**config.mk**
```make
export PLATFORM = sky130hd
export DESIGN_NAME = times_table_arbiter
export DESIGN_NICKNAME = d
export VERILOG_FILES = /design/src/rtl/times_table_arbiter_pkg.sv /design/src/rtl/rr_arbiter2.sv /design/src/rtl/times_table_arbiter.sv
export SDC_FILE = /design/constraint.sdc
export NUM_CORES = 1
export LEC_CHECK = 0
export BUFFER_PORTS_ARGS = -buffer_cell sky130_fd_sc_hd__buf_2
export CAP_MARGIN = 20
export CORE_AREA = 2 2 39 41
export CTS_CLUSTER_SIZE = 24
export DETAILED_ROUTE_END_ITERATION = 10
export DIE_AREA = 0 0 41 43
export HOLD_SLACK_MARGIN = 0.15
export PLACE_DENSITY = 0.75
export SLEW_MARGIN = 40
export SYNTH_ARGS = -nofsm -noshare
export SYNTH_HDL_FRONTEND = slang
export SYNTH_HIERARCHICAL = 1
export SYNTH_SLANG_ARGS = --single-unit
```
**constraint.sdc**
```tcl
create_clock -name clk -period 3.05 [get_ports clk]
set_input_delay 0.61 -clock clk [delete_from_list [all_inputs] [get_ports clk]]
set_output_delay 0.61 -clock clk [all_outputs]
set_load 0.05 [all_outputs]
```
**src/rtl/times_table_arbiter_pkg.sv**
```systemverilog
// Shared widths and types for the times-table arbiter: operand/address/data
// sizes, requester identifiers and the in-flight read tag.
package times_table_arbiter_pkg;

  localparam int ADDR_W = 6;
  localparam int DATA_W = 6;
  localparam int OPND_W = 3;

  typedef enum logic {
    REQ0 = 1'b0,
    REQ1 = 1'b1
  } req_id_e;

  typedef struct packed {
    logic    valid;
    req_id_e id;
  } tag_t;

endpackage

```
**src/rtl/rr_arbiter2.sv**
```systemverilog
// Two-way round-robin arbiter: grants a lone requester directly, breaks ties
// with the priority pointer, and hands priority to the other side after a grant.
module rr_arbiter2
  import times_table_arbiter_pkg::*;
(
  input  logic [1:0] req_i,
  input  logic       enable_i,
  input  req_id_e    ptr_i,
  output logic [1:0] gnt_o,
  output req_id_e    ptr_next_o
);

  always_comb begin
    gnt_o      = 2'b00;
    ptr_next_o = ptr_i;
    if (enable_i) begin
      if (req_i == 2'b11) begin
        gnt_o = (ptr_i == REQ0) ? 2'b01 : 2'b10;
      end else begin
        gnt_o = req_i;
      end
    end
    // Priority always moves away from whoever was just served.
    if (gnt_o[0]) begin
      ptr_next_o = REQ1;
    end else if (gnt_o[1]) begin
      ptr_next_o = REQ0;
    end
  end

endmodule

```
**src/rtl/times_table_arbiter.sv**
```systemverilog
// Shares one single-port times-table memory between two requesters and
// routes each read result back to its issuer through a tag shift register.
module times_table_arbiter
  import times_table_arbiter_pkg::*;
#(
  parameter int READ_LATENCY = 1
) (
  input  logic              clk,
  input  logic              rst,
  input  logic              enable,
  input  logic              req0,
  input  logic [OPND_W-1:0] a0,
  input  logic [OPND_W-1:0] b0,
  output logic              gnt0,
  output logic              rsp_valid0,
  input  logic              req1,
  input  logic [OPND_W-1:0] a1,
  input  logic [OPND_W-1:0] b1,
  output logic              gnt1,
  output logic              rsp_valid1,
  output logic [DATA_W-1:0] result,
  output logic              mem_en,
  output logic [ADDR_W-1:0] mem_addr,
  input  logic [DATA_W-1:0] mem_dout,
  output logic              busy
);

  logic [1:0]        gnt;
  logic              grantAny;
  req_id_e           grantId;
  req_id_e           ptr_q, ptr_d;
  logic [ADDR_W-1:0] addr_q, addr_d;
  tag_t              tag_q [READ_LATENCY];
  tag_t              lastTag;
  logic              pipeActive;
  logic              busyAny;

  // Holding the arbiter off during reset keeps grants and the pointer quiet.
  rr_arbiter2 u_arb (
    .req_i      ({req1, req0}),
    .enable_i   (enable & ~rst),
    .ptr_i      (ptr_q),
    .gnt_o      (gnt),
    .ptr_next_o (ptr_d)
  );

  assign grantAny = |gnt;
  assign grantId  = gnt[1] ? REQ1 : REQ0;
  assign lastTag  = tag_q[READ_LATENCY-1];

  always_comb begin
    addr_d = addr_q;
    if (grantAny) begin
      addr_d = gnt[1] ? {a1, b1} : {a0, b0};
    end
  end

  // Every stage but the last still needs a memory edge to move its data along.
  always_comb begin
    pipeActive = 1'b0;
    busyAny    = 1'b0;
    for (int i = 0; i < READ_LATENCY - 1; i++) begin
      pipeActive = pipeActive | tag_q[i].valid;
    end
    for (int i = 0; i < READ_LATENCY; i++) begin
      busyAny = busyAny | tag_q[i].valid;
    end
  end

  always_ff @(posedge clk) begin
    if (rst) begin
      ptr_q  <= REQ0;
      addr_q <= '0;
      for (int i = 0; i < READ_LATENCY; i++) begin
        tag_q[i] <= '0;
      end
    end else begin
      ptr_q    <= ptr_d;
      addr_q   <= addr_d;
      tag_q[0] <= tag_t'{valid: grantAny, id: grantId};
      for (int i = 1; i < READ_LATENCY; i++) begin
        tag_q[i] <= tag_q[i-1];
      end
    end
  end

  assign gnt0       = gnt[0];
  assign gnt1       = gnt[1];
  assign rsp_valid0 = ~rst & lastTag.valid & (lastTag.id == REQ0);
  assign rsp_valid1 = ~rst & lastTag.valid & (lastTag.id == REQ1);
  assign result     = (~rst & lastTag.valid) ? mem_dout : '0;
  assign mem_en     = ~rst & (grantAny | pipeActive);
  assign mem_addr   = rst ? '0 : addr_d;
  assign busy       = ~rst & busyAny;

endmodule

```
# Word level (Yosys, flattened, before mapping)
# Memories as Yosys holds them, arrays and structs flattened.
# Index checks and enable logic that the tools add are counted.
# word_totals
register_bits	7
ramBits	2
input_bits	23
output_inout_bits	18
wordCells	29
mem_count	1
# op_classes
eq_ne	1
n_mux	15
bitwise_logic	7
reduce_logical	3
# mem_list
name	depth	word_bits	rd	rd_ports_with_merged_regs	write_ports	line	text
tag_q	1	2	1	0	1	times_table_arbiter.sv:33	tag_t tag_q [READ_LATENCY];
# ops
op	count
$mux W6	4
$mux W2	4
$mux W1	7
$and A1 B1 Y1	5
$reduce_or A2 Y1	2
$eq A2 B2 Y1 const B	1
$not A1 Y1	2
$reduce_bool A2 Y1	1

# Logic depth before layout (Yosys ltp)
# depth
ltp_word	6
depth_mapped	7
ltp_nobuf	5

# Cells and area by module
# The synthesis kept the hierarchy.
# by_module_without_submodules
mod	n_inst	cells_each	area_per_inst_um2	seq_area_each_um2
times_table_arbiter	1	46	430.4	180.2
rr_arbiter2	1	7	36.3	0.0

# Worst setup path after synthesis
# Ideal clock, no wire load.
# synth_timing
kind	input -> output
start	input port rst
end	output port mem_addr[0]
arrival_ns	3.523
required_time_ns	2.440
setup_slack_ns	-1.083
path_stages	6
path_buffers	1
path_cell_list	buf_2 -> nor2b_1 -> nand2_1 -> a21oi_1 -> inv_1 -> a211oi_1
# synth_via
elab_chain_len	6
word_cells_on_any_way	7
classes_between	mux (4); bitwise (2); reduce/logical (1)
# synth_lines
element	line	text
start, declared	times_table_arbiter.sv:9	input logic rst,
$not A1 Y1 *	times_table_arbiter.sv:41	.enable_i (enable & ~rst),
$and A1 B1 Y1 *	times_table_arbiter.sv:41	
$mux W2 *	rr_arbiter2.sv:16	if (enable_i) begin
net gnt1	times_table_arbiter.sv:19	output logic gnt1,
$mux W6 or $reduce_or A2 Y1 (tied branches)	times_table_arbiter.sv:54, times_table_arbiter.sv:47	
$mux W6 *	times_table_arbiter.sv:53	if (grantAny) begin
$mux W6 *	times_table_arbiter.sv:93	assign mem_addr = rst ? '0 : addr_d;
end, declared	times_table_arbiter.sv:23	output logic [ADDR_W-1:0] mem_addr,
# The timed path passes the listed nets; every way through them passes the cells marked *.

# Final worst setup path
# layout_timing
start	input port rst
end	output port mem_addr[1]
# layout_via
elab_chain_len	6
word_cells_on_any_way	7
classes_between	mux (4); bitwise (2); reduce/logical (1)
# layout_lines
element	line
$not A1 Y1	times_table_arbiter.sv:41
$and A1 B1 Y1	times_table_arbiter.sv:41
$mux W2	rr_arbiter2.sv:16
$mux W6 or $reduce_or A2 Y1 (tied branches)	times_table_arbiter.sv:54, times_table_arbiter.sv:47
$mux W6	times_table_arbiter.sv:53
$mux W6 *	times_table_arbiter.sv:93
# Mark *: on every way between the ends. The rest lies on a longest branch, timed or not.

==> results.json <==
{
  "ctsLongestPathBuffers": 2,
  "insertion_delay_ns": 0.26,
  "reg2reg_slack_ns": 1.55,
  "p_seq_frac": 0.404,
  "gp_congestion": 0.614,
  "worst_pin_slew_ns": 0.382,
  "period_share": 0.900,
  "io_pins": 41,
  "yosysSeqAreaShare": 0.386,
  "grt_pass1_wl_um": 1870,
  "slew_viol_final": 0,
  "track_usage": 0.158,
  "swShare": 0.334,
  "period_needed_ns": 2.75,
  "start_util": 0.337,
  "synth_cells": 53,
  "r2r-start": "ptr_q",
  "hold_path_depth": 2,
  "port_buffers": 40,
  "synth_fp_nets": 76,
  "status": "finished, final reports clean",
  "fin_hold_ws_ns": 0.648,
  "syn2layout_area_growth_pct": 74.0,
  "core-area_um2": 1380,
  "drive_gt1_frac": 0.589,
  "drtIter0Drc": 1,
  "maxSlewHeadroom": 0.745,
  "cts.repair.resized": 0,
  "worst_slack_ns": 0.304,
  "routed_via_density": 4.67,
  "crit_chain": "buf_2 > nor2b_4 > nand2_1 > a21oi_4 > clkinvlp_4 > a211oi_4 > buf_2",
  "setup_viol": 0,
  "pre_cts_ws_ns": 0.289,
  "crit_top_cell": "buf_2",
  "worst_setup_path_end_kind": "output pin",
  "rsz0062_at_grt": "false",
  "power_density_nw_per_um2": 385,
  "grt_max_degree": 12,
  "leakage_uw": 0.000378,
  "fin_nets": 119,
  "grt-ovfl-total": 0,
  "p_sw_uw": 104,
  "final_antenna_net_count": 0,
  "final_cells": 111,
  "power_frac_comb": 0.300,
  "crit_type": "input pin to output pin",
  "wirelength_um": 1210,
  "netlist_area_um2": 467,
  "r2r-end": "addr_q[1]",
  "crit_path_start_kind": "input pin",
  "hold_violations": 0,
  "min_to": "addr_q[1]",
  "synth_cell_type_count": 14,
  "vias": 518,
  "postCtsSetupBuffers": 0,
  "path_buf_inv": 3,
  "fp.dieW_um": 41,
  "n_antenna_cell": 0,
  "htree_num_levels": 1,
  "crit_path_max_fanout": 9,
  "clkSinkCount": 9,
  "cts_tree": "done",
  "ir_drop_v": 0.000331,
  "hp-start": "addr_q[1]",
  "numCtsBuffers": 3,
  "antenna_found_initial": 0,
  "worstPathArrival_ns": 2.14,
  "p_total_uw": 312,
  "place_inst": 107,
  "cp_slowest_cell": "clkinvlp_4",
  "row_count": 14,
  "skew_ns": 0.000394,
  "synth_seq_cells": 9,
  "final_common_cell": "buf_2",
  "dr.pass1.iters": 2,
  "yosys_warnings": 6,
  "cts-root-buf": "clkbuf_4",
  "max_stage_delay_ns": 0.34,
  "first_global_vias": 493,
  "die-area_um2": 1760,
  "max_freq_mhz": 364,
  "clkPwrFrac": 0.295,
  "post-dp-hpwl_um": 1010,
  "drv_cap": 0,
  "most-common-layout-cells": "buf_2 (40), nor2b_1 (9), dfxtp_1 (9)",
  "wl_per_cell_um": 10.9,
  "p_int_uw": 208,
  "drc_errors": 0,
  "die_y_um": 43,
  "syn_area_per_cell_um2": 8.81,
  "min_path_type": "flop to flop",
  "cp_top_family": "buffers and inverters",
  "postCtsHoldBufs": 0,
  "fin_setup_tns_ns": 0,
  "clkSlewWorstSetupHoldPaths_ns": 0.06,
  "cp.required_ns": 2.44,
  "r2r_cells": 4
}
==> registers in the layout, summed over array words and instances (netlist names) <==
signal,cells
tag_q,2
ptr_q,1
addr_q,6
==> metal layers <==
metal	global-route usage	vias to the layer above	wire length [µm]
met1	0.151	231	430
met5	0	-	0
met2	0.288	31	638
met3	0.0314	2	128
met4	0.0800	0	14
li1	-	254	-
==> stage by stage <==
stage,instance area [µm²],util
floorplan,584,-
global placement,786,0.568
detailed placement,786,0.568
CTS,812,0.587
global route,812,0.587
finish,812,0.587
==> worst max path at each step <==
stage	slack, ns	cells past startpoint	endpoint	from
2_1_floorplan	0.01	6	mem_addr[1]	rst
3_3_place_gp	0.34	7	mem_addr[1]	rst
3_5_place_dp	0.29	7	mem_addr[1]	rst
4_1_cts	0.29	7	mem_addr[1]	rst
5_1_grt	0.18	7	mem_addr[1]	rst
6_report	0.30	7	mem_addr[1]	rst
==> tightest hold or removal path, cell delays in order, from the launching register on <==
cell	delay, ns
dfxtp_1	0.30
mux2i_1	0.20
a211oi_4	0.09
==> cell usage after synthesis <==
cell type | number | area (µm²)
and2_1 | 7 | 43.8
a211oi_1 | 6 | 45.0
mux2i_1 | 6 | 60.1
inv_1 | 2 | 7.51
and3_1 | 1 | 6.26
a21oi_1 | 2 | 10.0
a21oi_2 | 1 | 8.76
buf_6 | 1 | 11.3
nand2_1 | 2 | 7.51
nor2_1 | 4 | 15.0
nor2b_1 | 10 | 62.6
buf_2 | 1 | 5.00
clkbuf_1 | 1 | 3.75
dfxtp_1 | 9 | 180
==> cell families (layout without fill, tap and decap cells) <==
family / Yosys count / count (layout) / share of synthesized area
and+or+nand+nor: 24 / 24 / 0.290
AOI/OAI and AO/OA: 9 / 9 / 0.137
DFF: 9 / 9 / 0.386
muxes: 6 / 6 / 0.129
buffers and inverters: 5 / 47 / 0.0590
==> power by group through the flow <==
stage	logic, µW	clock network, µW	registers, µW
after detailed placement	94.7	0	129
after floorplan	69.7	0	128
after global placement	93.4	0	129
after CTS	95.0	94.7	126
final	93.9	92.3	126
after global routing	101	102	127
==> final cells by class <==
cell class                      count  area (µm²)
Fill cell                         123         572
Multi-Input combinational cell     39         367
Timing Repair Buffer               41         208
Sequential cell                     9         180
Clock buffer                        4        26.3
Tap cell                           16        20.0
Inverter                            2        11.3
Power figures use the tool's default switching activity.
